===== config.mk =====
export PLATFORM = sky130hd
export DESIGN_NAME = register_file
export DESIGN_NICKNAME = d
export VERILOG_FILES = /design/src/rtl/mips_pkg.sv /design/src/rtl/regfile_read_port.sv /design/src/rtl/register_file.sv
export SDC_FILE = /design/constraint.sdc
export NUM_CORES = 2
export LEC_CHECK = 0
export BUFFER_PORTS_ARGS = -buffer_cell sky130_fd_sc_hd__buf_4
export CAP_MARGIN = 20
export CELL_PAD_IN_SITES_DETAIL_PLACEMENT = 0
export CELL_PAD_IN_SITES_GLOBAL_PLACEMENT = 2
export CORE_AREA = 2 2 284 496
export DETAILED_ROUTE_END_ITERATION = 12
export DIE_AREA = 0 0 286 498
export PLACE_DENSITY_LB_ADDON = 0.1
export SLEW_MARGIN = 30
export SYNTH_ARGS = -nofsm -noshare
export SYNTH_HDL_FRONTEND = slang
export SYNTH_HIERARCHICAL = 1
export SYNTH_SLANG_ARGS = --single-unit

===== constraint.sdc =====
create_clock -name clk -period 2.9 [get_ports clk]
set_input_delay 0.58 -clock clk [delete_from_list [all_inputs] [get_ports clk]]
set_output_delay 0.58 -clock clk [all_outputs]
set_load 0.01 [all_outputs]

===== src/rtl/mips_pkg.sv =====
// Shared MIPS constants: register file geometry, architectural register
// indices and the reset values of $gp/$sp used by the loader and the bench.
package mips_pkg;

  localparam int DATA_WIDTH = 32;
  localparam int ADDR_WIDTH = 5;

  localparam int REG_ZERO = 0;
  localparam int REG_GP   = 28;
  localparam int REG_SP   = 29;
  localparam int REG_RA   = 31;

  localparam logic [31:0] GP_RESET = 32'h1000_8000;
  localparam logic [31:0] SP_RESET = 32'h7FFF_FFFC;

endpackage


===== src/rtl/regfile_read_port.sv =====
// One combinational read port of the register file: selects an entry,
// forces index 0 to read zero, and (when REGFILE_BYPASS_EN is defined)
// forwards the in-flight write data for a matching index.
module regfile_read_port
  import mips_pkg::*;
#(
  parameter int DATA_W = 32,
  parameter int ADDR_W = 5
) (
  input  logic [2**ADDR_W-1:0][DATA_W-1:0] regs_i,
  input  logic [ADDR_W-1:0]                idx_i,
  input  logic                             wr_en_i,
  input  logic [ADDR_W-1:0]                wr_idx_i,
  input  logic [DATA_W-1:0]                wr_data_i,
  output logic [DATA_W-1:0]                data_o
);

  localparam logic [ADDR_W-1:0] ZERO_IDX = ADDR_W'(REG_ZERO);

`ifndef REGFILE_BYPASS_EN
  // Without the bypass the write-side inputs have no effect on the read.
  logic unused_bypass;
  assign unused_bypass = ^{wr_en_i, wr_idx_i, wr_data_i};
`endif

  // Select stored value, optionally forward the write, then hardwire r0.
  always_comb begin
    data_o = regs_i[idx_i];
`ifdef REGFILE_BYPASS_EN
    if (wr_en_i && (wr_idx_i == idx_i)) begin
      data_o = wr_data_i;
    end
`endif
    if (idx_i == ZERO_IDX) begin
      data_o = '0;
    end
  end

endmodule


===== src/rtl/register_file.sv =====
// MIPS general-purpose register file: 32 x 32-bit, two operand read ports,
// a debug read port and one synchronous write port with a commit counter.
// Optional feature: define REGFILE_BYPASS_EN to forward same-cycle write
// data to every read port whose index matches the write index.
module register_file #(
  parameter int                    DATA_WIDTH = mips_pkg::DATA_WIDTH,
  parameter int                    ADDR_WIDTH = mips_pkg::ADDR_WIDTH,
  parameter logic [DATA_WIDTH-1:0] GP_RESET   = mips_pkg::GP_RESET,
  parameter logic [DATA_WIDTH-1:0] SP_RESET   = mips_pkg::SP_RESET
) (
  input  logic                  clk,
  input  logic                  rstN,
  input  logic                  regWrite,
  input  logic [ADDR_WIDTH-1:0] writeRegister,
  input  logic [DATA_WIDTH-1:0] writeData,
  input  logic [ADDR_WIDTH-1:0] readRegister1,
  input  logic [ADDR_WIDTH-1:0] readRegister2,
  input  logic [ADDR_WIDTH-1:0] dbgRegister,
  output logic [DATA_WIDTH-1:0] readData1,
  output logic [DATA_WIDTH-1:0] readData2,
  output logic [DATA_WIDTH-1:0] dbgData,
  output logic [31:0]           writeCount
);

  localparam int NUM_REGS = 2**ADDR_WIDTH;
  localparam logic [ADDR_WIDTH-1:0] GP_IDX = ADDR_WIDTH'(mips_pkg::REG_GP);
  localparam logic [ADDR_WIDTH-1:0] SP_IDX = ADDR_WIDTH'(mips_pkg::REG_SP);

  logic [NUM_REGS-1:0][DATA_WIDTH-1:0] regs_q, regs_d;
  logic [31:0]                         write_count_q, write_count_d;
  logic                                wr_commit;
  logic                                wr_live;

  // r0 writes are dropped entirely; they neither store nor count.
  assign wr_commit = regWrite && (writeRegister != '0);
  // Forwarding is suppressed while reset holds the array at its reset image.
  assign wr_live   = regWrite && rstN;

  // Next-state for the storage array and the commit counter.
  always_comb begin
    regs_d        = regs_q;
    write_count_d = write_count_q;
    if (wr_commit) begin
      regs_d[writeRegister] = writeData;
      write_count_d         = write_count_q + 32'd1;
    end
  end

  // Storage and counter; reset loads $gp/$sp and clears everything else.
  always_ff @(posedge clk or negedge rstN) begin
    if (!rstN) begin
      regs_q         <= '0;
      regs_q[GP_IDX] <= GP_RESET;
      regs_q[SP_IDX] <= SP_RESET;
      write_count_q  <= '0;
    end else begin
      regs_q        <= regs_d;
      write_count_q <= write_count_d;
    end
  end

  assign writeCount = write_count_q;

  regfile_read_port #(.DATA_W(DATA_WIDTH), .ADDR_W(ADDR_WIDTH)) u_rd1 (
    .regs_i    (regs_q),
    .idx_i     (readRegister1),
    .wr_en_i   (wr_live),
    .wr_idx_i  (writeRegister),
    .wr_data_i (writeData),
    .data_o    (readData1)
  );

  regfile_read_port #(.DATA_W(DATA_WIDTH), .ADDR_W(ADDR_WIDTH)) u_rd2 (
    .regs_i    (regs_q),
    .idx_i     (readRegister2),
    .wr_en_i   (wr_live),
    .wr_idx_i  (writeRegister),
    .wr_data_i (writeData),
    .data_o    (readData2)
  );

  regfile_read_port #(.DATA_W(DATA_WIDTH), .ADDR_W(ADDR_WIDTH)) u_dbg (
    .regs_i    (regs_q),
    .idx_i     (dbgRegister),
    .wr_en_i   (wr_live),
    .wr_idx_i  (writeRegister),
    .wr_data_i (writeData),
    .data_o    (dbgData)
  );

endmodule


Yosys cells after proc, flatten, opt, wreduce, memory -nomap -nowiden
Index checks and enable logic that the tools add are counted.
W data, S select, Z words.
{"block": "classes", "add_sub_neg": 1, "reduce_logical": 6, "n_mux": 12, "n_lt_le_gt_ge": 5}
{"op": "$bwmux W1024", "n": 1}
{"op": "$bmux W32 S5", "n": 3}
{"op": "$mux W32", "n": 7}
{"op": "$demux W32 S5", "n": 1}
{"op": "$add A32 B1 Y32 const B", "n": 1}
{"op": "$lt A5 B6 Y1 const B", "n": 4}
{"op": "$logic_not A5 Y1", "n": 3}
{"op": "$ge A5 B1 Y1 const B", "n": 1}
{"op": "$reduce_bool A5 Y1", "n": 1}
{"op": "$logic_and A1 B1 Y1", "n": 2}
{"block": "word_totals", "reg_bits": 1056, "wordCells": 57, "in_bits": 55}

Logic depth before layout (Yosys ltp)
{"block": "depth", "word_depth": 5, "depth_mapped": 7, "mapped_depth_nobuf": 6}

Hierarchy
Netlist, hierarchy kept.
{"mod": "register_file", "cells_per_inst": 2410, "area_per_inst_um2": 39500.4, "n_inst": 1}
{"mod": "regfile_read_port", "cells_per_inst": 664, "area_per_inst_um2": 8368.0, "n_inst": 3}

Least setup slack after synthesis
OpenSTA, ideal clock, no wires.
{"block": "synth_path", "path_kind": "input-to-output", "from": "input dbgRegister[0]", "to": "output dbgData[13]", "path_stages": 7, "slack_ns": 0.403, "required_time_ns": 2.320, "path_buffers": 4, "arrival_ns": 1.917, "path_cell_list": "buf_4 > inv_2 > buf_4 > buf_4 > clkbuf_1 > o2111ai_1 > a311oi_1"}
{"block": "synth_between", "elab_chain_cells": 3, "word_cells_on_any_way": 4}
{"element": "from (decl)", "line_no": "register_file.sv:18", "source": "input logic [ADDR_WIDTH-1:0] dbgRegister,"}
{"element": "$bmux W32 S5", "line_no": "regfile_read_port.sv:28", "source": "data_o = regs_i[idx_i];"}
{"element": "$mux W32 (implied by the code)", "line_no": "regfile_read_port.sv:28"}
{"element": "$mux W32 *", "line_no": "regfile_read_port.sv:34", "source": "if (idx_i == ZERO_IDX) begin"}
{"element": "to (decl)", "line_no": "register_file.sv:21", "source": "output logic [DATA_WIDTH-1:0] dbgData,"}
Mark *: on every way between the ends. The rest lies on a longest branch, timed or not. The select of a mux whose other input is x is not followed.

Worst setup path in the final report
{"block": "layout_path", "from": "input dbgRegister[1]", "to": "output dbgData[22]"}
Same word-level chain as after synthesis.

==> reports/metrics.yaml <==
routing:
  wl_per_cell_um: 40.0
  ant_nets: 0
  finalWirelength_um: 280000
  viasPerCell: 6.91
  drc: 0
  drtPass1Iterations: 5
  drt_iter0_markers: 4437
  vias: 48308
sta:
  hold_ws_ps: 175
  timing.final.ws_setup_ps: -277
  fin_skew_ps: 17.5
  hold_viol: 0
  slew_headroom: 0.429
  timing.setup.tns_ps: -11460
  min_period_ps: 3180
  worstMarginPinSlew_ps: 854
  timing.fmax_mhz: 315
  rsz0062_at_grt: "true"
  setup_viol: 93
  fin_crit_sh: 1.10
  drv_slew: 0
clock_tree:
  clk_path_buf_depth: 3
  insertion_delay_ps: 750
  cts_tree: "done"
  htree_levels: 3
  numCtsBuffers: 107
  clkTransAtPathRegs_ps: 70
  cts-root-buf: "clkbuf_16"
  cts_sinks: 1056
die:
  num_rows: 181
  io_pins: 183
  die_h_um: 498
  die_w_um: 286
  core_um2: 139000
  start_util: 0.466
  die_area_um2: 142000
finish:
  final_nets: 5116
  area_delta_synth_final_pct: 29.9
  drive_above_1_share: 0.687
  layout.cells.non_filler: 6987
  nFillCells: 10868
run:
  cap_violations: 0
worst_setup_path:
  crit_type: "in -> out"
  worst_ep_arrival_time_ps: 2600
  timing.rr.end: "writeCount[31]"
  critPathLaunchType: "primary input"
  end_kind: "output pin"
  critPathLaunch: "dbgRegister[1]"
  cpMaxStageDelayCell: "a311oi_4"
  reg2regPathDepth: 5
  max_stage_delay_ps: 570
  crit_required_ps: 2320
  rrSetupSlack_ps: 970
  path_cells: "buf_16, buf_16, nor2b_4, buf_8, buf_6, a221oi_4, o21ai_2, a311oi_4, buf_4"
  worstReg2RegStart: "writeCount[0]"
  crit_fanout: 8
  worst_path_most_repeated_cell: "buf_16"
global_routing:
  antenna_found_initial: 20
  grt_pass1_wl_um: 390000
  grt_use_total: 0.391
  grt-ovfl-total: 0
  grt_max_degree: 68
  grt_pass1_vias: 50649
synthesis:
  synth.avg_cell_area_um2: 14.7
  synth_nets: 4457
  yosysWarningCount: 6
  netlist_instances: 4401
  syn_area_um2: 64600
place:
  dp_cells: 6594
  port_buffers: 182
  routabilityCongestion: 0.919
  hpwl_um: 184000
status:
  status: "finished with violations"
  violations: "setup timing"
worst_hold_path:
  min_path_cells: 3
  holdPathEnd: "writeCount[2]"
  holdCritStartpoint: "regWrite"
  hold_path.class: "in -> reg"
power:
  power_density_nw_per_um2: 602
  vdd_drop_max_mv: 0.570
  power_leakage_uw: 0.0354
  power_uw: 50500
[metal layers]
metal  vias to the layer above  routed length (um)  global-route usage
met5                         -                  79                   0
met4                        14               22200               0.258
met3                       877               22400              0.0777
met2                      2623              135000               0.639
met1                     25921               99500               0.470
li1                      18873                   -                   -
[stage by stage]
stage	instance area [um^2]	util	setup WS, ps
after CTS	81700	0.590	-274
after floorplan	64600	-	403
after global routing	83900	0.605	-285
final	83900	0.605	-277
after global placement	73100	0.528	-1090
after detailed placement	73200	0.528	-982
[worst max-delay path, delay by kind of cell]
family          cells  cell delay, ps
compound gates      3            1020
buf+inv             5             800
simple gates        1             160
[power breakdown]
| group | leakage (uW) | total (uW) | internal (uW) | switching, uW |
|---|---|---|---|---|
| Sequential | 0.0135 | 20400 | 17600 | 2850 |
| Clock | 0.00184 | 15200 | 8710 | 6510 |
| Combinational | 0.0201 | 14900 | 8620 | 6290 |
| Total | 0.0354 | 50500 | 34900 | 15600 |
[final cells by class]
cell class / instances / area (um^2) / share of cell area
Clock inverter: 49 / 678 / 0.00808
Tap cell: 1830 / 2290 / 0.0273
Sequential cell: 1056 / 26500 / 0.315
Antenna cell: 10 / 25.0 / 0.000298
Inverter: 3 / 18.8 / 0.000224
Clock buffer: 147 / 3060 / 0.0365
Multi-Input combinational cell: 2811 / 39100 / 0.467
Timing Repair Buffer: 1081 / 12200 / 0.146
[cells in the final DEF (no fill, tap or decap), drive strengths merged, types with 72 or more instances in the layout]
cell type and count:
buf 1061, a211oi 96, dfrtp 1025, nand2 74
nor2b 102, mux2i 192, o21ai 168, a221oi 72
a22oi 96, mux2 1089, a311oi 96, mux4 672
clkbuf 156
[flip-flops by register name (all words and copies together), names as in the netlist]
register    count
regs_q       1024
writeCount     32
[worst max path at each step]
stage | to | slack [ps] | cells after the start
floorplan | dbgData[13] | 400 | 7
global placement | dbgData[22] | -1090 | 9
detailed placement | dbgData[22] | -980 | 9
CTS | dbgData[12] | -270 | 6
global route | dbgData[31] | -280 | 6
finish | dbgData[22] | -280 | 9
[timing repair]
action | 4_1_cts | 5_1_grt
gates cloned | 19 | 9
setup endpoints to repair | 96 | 96
endpoints found under the hold margin | 16 | 0
hold buffers | 1 | 0
gates resized for setup | 644 | 272
buffers inserted | 125 | 78
pin swaps | 153 | 130
No activity file was read; power rests on OpenSTA's default activity.
